File: src/rtl/rv_test_monitor.sv
// rtl/rv_test_monitor.sv - end-of-test monitor snooping the RV32I register-file write port
module rv_test_monitor #(
  parameter int XLEN           = 32,
  parameter int DONE_REG       = 26,
  parameter int RESULT_REG     = 27,
  parameter int TESTNUM_REG    = 3,
  parameter int DRAIN_CYCLES   = 10,
  parameter int TIMEOUT_CYCLES = 100000,
  parameter int CNT_W          = 32
) (
  input  logic             clk,
  input  logic             rst,
  input  logic             mon_en,
  input  logic             clr,
  input  logic             wr_en,
  input  logic [4:0]       wr_addr,
  input  logic [XLEN-1:0]  wr_data,
  output logic             busy,
  output logic             done,
  output logic             pass,
  output logic             fail,
  output logic             timeout,
  output logic [XLEN-1:0]  fail_testnum,
  output logic [CNT_W-1:0] cycles
);

  localparam int DW = (DRAIN_CYCLES > 1) ? $clog2(DRAIN_CYCLES) : 1;
  localparam logic [DW-1:0]    DRAIN_LAST = DW'(DRAIN_CYCLES - 1);
  localparam logic [CNT_W-1:0] TO_LAST    = CNT_W'(TIMEOUT_CYCLES - 1);
  localparam logic [XLEN-1:0]  ONE        = XLEN'(1);

  typedef enum logic [2:0] {
    S_IDLE, S_RUN, S_DRAIN, S_PASS, S_FAIL, S_TIMEOUT
  } state_t;

  state_t            state, state_nx;
  logic [CNT_W-1:0]  cnt;
  logic [DW-1:0]     drain_cnt;
  logic [XLEN-1:0]   result_sh, testnum_sh, result_nx, testnum_nx, fail_tn;
  logic              snoop, hit_done, hit_result, hit_testnum;
  logic              done_wr, timeout_hit, drain_last;

  // Register-file write decode; x0 never matches, even if an index parameter is 0
  always_comb begin
    snoop       = (state == S_RUN) || (state == S_DRAIN);
    hit_done    = snoop && wr_en && (wr_addr != 5'd0) && (wr_addr == 5'(DONE_REG));
    hit_result  = snoop && wr_en && (wr_addr != 5'd0) && (wr_addr == 5'(RESULT_REG));
    hit_testnum = snoop && wr_en && (wr_addr != 5'd0) && (wr_addr == 5'(TESTNUM_REG));
    done_wr     = (state == S_RUN) && hit_done && (wr_data == ONE);
    timeout_hit = (TIMEOUT_CYCLES != 0) && (cnt == TO_LAST);
    drain_last  = (drain_cnt == DRAIN_LAST);
    result_nx   = hit_result  ? wr_data : result_sh;
    testnum_nx  = hit_testnum ? wr_data : testnum_sh;
  end

  // State register
  always_ff @(posedge clk or negedge rst) begin
    if (!rst) state <= S_IDLE;
    else      state <= state_nx;
  end

  // Next-state logic; clr beats every other transition, done beats timeout
  always_comb begin
    state_nx = state;
    if (clr) begin
      state_nx = S_IDLE;
    end else begin
      case (state)
        S_IDLE:  if (mon_en) state_nx = S_RUN;
        S_RUN: begin
          if (done_wr)          state_nx = S_DRAIN;
          else if (timeout_hit) state_nx = S_TIMEOUT;
        end
        S_DRAIN: if (drain_last) state_nx = (result_nx == ONE) ? S_PASS : S_FAIL;
        default: state_nx = state;
      endcase
    end
  end

  // Shadows, run/drain counters and verdict test number
  always_ff @(posedge clk or negedge rst) begin
    if (!rst) begin
      cnt        <= '0;
      drain_cnt  <= '0;
      result_sh  <= '0;
      testnum_sh <= '0;
      fail_tn    <= '0;
    end else if (clr) begin
      cnt        <= '0;
      drain_cnt  <= '0;
      result_sh  <= '0;
      testnum_sh <= '0;
      fail_tn    <= '0;
    end else begin
      case (state)
        S_IDLE: begin
          result_sh  <= '0;
          testnum_sh <= '0;
          drain_cnt  <= '0;
          if (mon_en) cnt <= '0;
        end
        S_RUN: begin
          result_sh  <= result_nx;
          testnum_sh <= testnum_nx;
          if (done_wr)               drain_cnt <= '0;
          else if (timeout_hit)      fail_tn   <= testnum_nx;
          else if (cnt != '1)        cnt       <= cnt + CNT_W'(1);
        end
        S_DRAIN: begin
          result_sh  <= result_nx;
          testnum_sh <= testnum_nx;
          if (drain_last) fail_tn   <= testnum_nx;
          else            drain_cnt <= drain_cnt + DW'(1);
        end
        default: ;
      endcase
    end
  end

  assign busy         = (state == S_RUN) || (state == S_DRAIN);
  assign done         = (state == S_PASS) || (state == S_FAIL) || (state == S_TIMEOUT);
  assign pass         = (state == S_PASS);
  assign fail         = (state == S_FAIL) || (state == S_TIMEOUT);
  assign timeout      = (state == S_TIMEOUT);
  assign fail_testnum = fail_tn;
  assign cycles       = cnt;

endmodule

File: config.mk
export PLATFORM = sky130hd
export DESIGN_NAME = rv_test_monitor
export DESIGN_NICKNAME = d
export VERILOG_FILES = /design/src/rtl/rv_test_monitor.sv
export SDC_FILE = /design/constraint.sdc
export NUM_CORES = 1
export LEC_CHECK = 0
export CAP_MARGIN = 0
export CORE_MARGIN = 4
export CORE_UTILIZATION = 49
export DETAILED_ROUTE_END_ITERATION = 16
export PLACE_DENSITY = 0.77
export SLEW_MARGIN = 25
export SYNTH_ARGS = -nofsm -noshare
export SYNTH_HDL_FRONTEND = slang
export SYNTH_SLANG_ARGS = --single-unit
File: constraint.sdc
create_clock -name clk -period 2.6 [get_ports clk]
set_clock_uncertainty 0.15 [all_clocks]
set_input_delay 0.26 -clock clk [delete_from_list [all_inputs] [get_ports clk]]
set_output_delay 0.26 -clock clk [all_outputs]
set_load 0.005 [all_outputs]
==> summary by stage, run 1 <==
Status
The run finished, with violations left. The checks that failed: setup timing.

Worst setup path
The worst path arrival time is 2.76 ns. The internal reg-to-reg setup slack is -0.02 ns. The worst register-to-register path begins at state[1].

Grouping stages by cell kind, the critical path spends the most delay in simple AND/OR/NAND/NOR gates. The kind of end point of the critical path is a register. The critical path class is register to register.

The number of buffers and inverters on the critical path is 1. The slowest stage of the critical path belongs to the cell or4b_2. The data required time at the worst endpoint is 2.74 ns.

The worst register-to-register path has a depth of 8. The kind of start point of the critical path is a register. In this run the critical register-to-register path is captured at state[2]. The largest fanout on the critical path is 3. In this design, the stage delay of the slowest critical-path cell is 0.67 ns. The critical path goes through buf_4 > xor2_2 > or4b_2 > nor4_2 > a21oi_1 > and3_1 > a211oi_1 > nor3_1.

Finish
Once layout is complete, the utilization of the core stands at 0.739. The number of antenna diodes in the final layout is 0. Fill cells in the final layout number 884. The fraction of final layout cells sized beyond drive strength 1 is 0.288. The register area is 3380 um2. The footprint of the multi-input gates is 3400 um2.

The net count of the finished layout is 897. The layout overhead on the synthesized area is 45.6%.

Floorplan
The number of rows in the core area is 42. In this run the vertical extent of the chip is 126 um. The core area is 13400 um2.

The initial core utilization is 0.508. The die area is 15800 um2. In this run the horizontal extent of the chip is 126 um.

111 I/O pins were placed.

Yosys
The number of flops mapped to enable cells by yosys is 0. Counting every net in the synthesized netlist gives 672. Synthesis handed over a netlist of 627 instances. The xor/xnor share of the synthesized area is 0.0167. Yosys mapped the design onto 55 distinct sky130hd cell types. The number of warnings issued by yosys is 0. In the synthesized netlist the dominant register cell turns out to be dfrtp_1. Of the total synthesized cell area, the portion taken by full adders, half adders and majority gates is 0.00552. For this run, asynchronously set or reset flops after synthesis account for 1.00. The multiplexer area fraction after synthesis is 0.0544. The simple-gate area share of the yosys netlist is 0.195. In this run the cell area of the synthesized design comes to 6800 um2. The combinational family with the most area after synthesis is compound AO/OA/AOI/OAI gates. The synthesized-area fraction occupied by ao, oa, aoi and oai cells came to 0.198.

The average cell area after synthesis is 10.9 um2. The share of the yosys chip area belonging to registers is 0.497. Counting flops and latches in the post-synthesis netlist gives 135.

Timing
In the finished design, the share of the clock period the worst path needs comes to 1.01. The fmax is 0.382 GHz. The worst path in the final design needs a cycle of 2.62 ns, including I/O delays and setup. The normalized max-slew margin is 0.511. The number of pins with negative max-slew slack in the final report is 0. The worst-case hold slack is 0.223 ns. The measured slew at the worst slew-check pin is 0.732 ns. Setup violations remaining at the end of the flow were counted as 1. In the post-route analysis, the smallest setup slack over all paths is -0.0175 ns. The hold violation count in the final report is 0.

For the final routed database, the setup TNS stands at -0.0175 ns.

Clocking
The CTS H-tree depth is 4. The clock transition time at the flip-flop clock pins of the worst setup and hold paths is 0.06 ns. Buffers inserted during clock tree synthesis total 17. TritonCTS built the clock tree. The clock net in this run drives a total of 135 sinks. Clock tree synthesis selected as its root buffer the cell clkbuf_16. Counting along the longest clock path gives a buffer depth of 2. Clock latency on the worst-skew pair, taken at its later pin, is 0.42 ns.

Power and ir drop
The part of the total power dissipated in combinational logic is 0.078. The switching share of power is 0.233. The clock network fraction of design power is 0.506. The analysis attributes to net switching a power of 1.18 mW. The share of total power dissipated in sequential elements is 0.416. Dividing total power by cell area gives a power density of 512 nW/um2.

Power comes to 5.07 mW. The internal power contribution is 3.89 mW. IR analysis of the VDD net gives a maximum drop of 0.000424 V. In this run the static leakage power is 4.53 nW.

Placement
The half-perimeter wire length after detailed placement is 14.3 mm. The number of port buffers is 110. Routability-driven placement finished with a final weighted congestion of 0.925. Prior to clock tree synthesis, the placed netlist has a worst setup slack of -0.542 ns.

Detailed routing
The routed length per placed instance is 21.9 um. The DRC violations left is 0. The first detailed-routing pass took 6 iterations. The total length of routed wires is 22.8 mm.

Dividing the detail-routed via count by the number of cells gives 6.31. The count of antenna-violating nets left after detailed routing is 0. The vias after detailed routing is 6571. The number of DRC violations after detailed-routing iteration 0 is 749.

GRT
The number of global-route vias before repair is 6727. For this run, the total global-route usage over all layers was measured as 0.278. The first global-routing pass estimated 35.2 mm of wire. The initial antenna violation count is 0. Entering global routing, the biggest net connects 51 pins. Summed over all layers, the global routing overflow is 0.

Worst hold path
The path with the worst hold slack has its endpoint at fail_testnum[25]. The worst hold path begins at clr. The instance count along the most critical hold path is 2.

The tightest min-delay check is of the primary input to register type.

Job
Across the run, the number of max-cap violations was 0.
sequential cells by signal (all words and copies together), names as in the netlist:
register and count:
testnum_sh 32, result_sh 32, state 3, drain_cnt 4
fail_testnum 32, cycles 32
worst reg2reg max path: cells and delay by family, from the launching register on:
kind,cells,cell delay (ns)
AND/OR/NAND/NOR,4,1.18
flip-flops,1,0.39
XOR/XNOR,1,0.18
AO/OA/AOI/OAI,2,0.44
buffers and inverters,1,0.16
per-layer routing:
layer  vias up  GRT usage  share of wire
met5         -          0              0
met4         0      0.132          0.039
met3        79     0.0656          0.075
met2       380      0.451           0.48
met1      3263      0.355           0.41
li1       2849          -              -
cells in the mapped netlist, types with 2 or more instances:
| library cell | count | area [um2] |
|---|---|---|
| or4b_1 | 3 | 30.0 |
| o21ai_0 | 19 | 95.1 |
| a41oi_1 | 2 | 17.5 |
| buf_4 | 2 | 15.0 |
| or2_2 | 4 | 25.0 |
| nand3_1 | 22 | 110 |
| nor3_2 | 2 | 20.0 |
| nand4b_1 | 3 | 26.3 |
| or3_1 | 3 | 18.8 |
| ha_1 | 3 | 37.5 |
| nor3_1 | 13 | 65.1 |
| a211oi_1 | 3 | 22.5 |
| o31ai_1 | 3 | 22.5 |
| buf_6 | 5 | 56.3 |
| and3_1 | 16 | 100 |
| nor2b_1 | 2 | 12.5 |
| dfrtp_1 | 135 | 3380 |
| mux2i_1 | 37 | 370 |
| clkbuf_1 | 28 | 105 |
| inv_1 | 5 | 18.8 |
| xnor2_1 | 2 | 17.5 |
| buf_2 | 6 | 30.0 |
| a211o_1 | 2 | 17.5 |
| o32ai_1 | 2 | 17.5 |
| nand4_1 | 16 | 100 |
| nor4b_1 | 2 | 17.5 |
| or4_1 | 2 | 15.0 |
| a31oi_1 | 5 | 31.3 |
| nand2b_1 | 5 | 31.3 |
| nand2_1 | 24 | 90.1 |
| a211oi_2 | 33 | 413 |
| and4_1 | 7 | 61.3 |
| xor2_1 | 11 | 96.3 |
| and2_1 | 2 | 12.5 |
| a21oi_1 | 16 | 80.1 |
| nor4_1 | 32 | 200 |
| a22o_1 | 64 | 561 |
| nor2_1 | 69 | 259 |
logic make-up after synthesis:
kind of cell / Yosys count
flip-flops: 135
XOR/XNOR: 13
AND/OR/NAND/NOR: 237
buffers and inverters: 47
multiplexers: 37
adder cells (fa/ha/maj): 3
AO/OA/AOI/OAI: 155
layout by cell type (no fill, tap or decap), types with 3 or more instances in the layout:
cell type,count
a21oi_1,16
clkdlybuf4s50_1,108
nand4b_1,3
clkbuf_16,18
nor4_2,4
nor3_2,3
clkbuf_8,4
inv_1,5
buf_4,116
xor2_1,10
nand2b_1,4
buf_6,7
mux2i_1,37
a22o_1,64
o21ai_0,18
nor2_2,10
nor2_1,57
and3_1,16
nor3_4,3
nor4_1,29
buf_12,9
and4_4,3
a31oi_1,5
nand4_1,16
bufinv_16,3
o31ai_1,3
or2_2,4
and4_1,4
nor3_1,10
or3_1,3
dfrtp_1,135
inv_6,3
nor2_4,6
nand3_1,22
nand2_1,23
a211oi_2,33
metrics by stage:
step | area, um2 | instances
2_1_floorplan | 6800 | 627
3_3_place_gp | 8840 | 987
3_5_place_dp | 8850 | 987
4_1_cts | 9700 | 1035
5_1_grt | 9910 | 1041
6_report | 9910 | 1041
what timing repair did:
action	in CTS	in global routing
pin swaps	9	21
buffers inserted	11	5
setup endpoints to repair	34	89
cloned	4	1
resized for setup	8	36
hold buffers	1	0
endpoints found under the hold margin	42	0
power by group through the flow:
stage | Sequential, mW | Combinational (mW) | Clock [mW]
after floorplan | 2.15 | 0.111 | 0
after global placement | 2.15 | 0.366 | 0
after detailed placement | 2.15 | 0.376 | 0
after CTS | 2.11 | 0.383 | 2.55
after global routing | 2.11 | 0.425 | 2.68
final | 2.11 | 0.397 | 2.56
how the worst max path moves through the flow:
| stage | start | end | cells past startpoint |
|---|---|---|---|
| 6_report | state[1] | state[2] | 8 |
| 5_1_grt | state[1] | state[2] | 8 |
| 4_1_cts | cycles[0] | fail_testnum[22] | 9 |
| 3_5_place_dp | cycles[0] | fail_testnum[14] | 8 |
| 3_3_place_gp | cycles[0] | fail_testnum[14] | 8 |
| 2_1_floorplan | cycles[0] | fail_testnum[10] | 9 |
area by class of cell:
class | count | share of cell area
clock buffers | 23 | 0.0492
clock inverters | 9 | 0.0138
inverters | 5 | 0.00189
multi-input cells | 449 | 0.343
flip-flops and latches | 135 | 0.341
well taps | 176 | 0.0222
repair buffers | 244 | 0.229
Note: power is estimated with default switching activity, not from simulation.
==> run 2: changes to the inputs <==
--- a/config.mk
+++ b/config.mk
@@ -9,6 +9,7 @@
 export CORE_MARGIN = 4
 export CORE_UTILIZATION = 49
 export DETAILED_ROUTE_END_ITERATION = 16
+export GPL_TIMING_DRIVEN = 1
 export PLACE_DENSITY = 0.77
 export SLEW_MARGIN = 25
 export SYNTH_ARGS = -nofsm -noshare
==> results of run 2 <==
Final layout, timing and power as in run 1 (identical DEF).
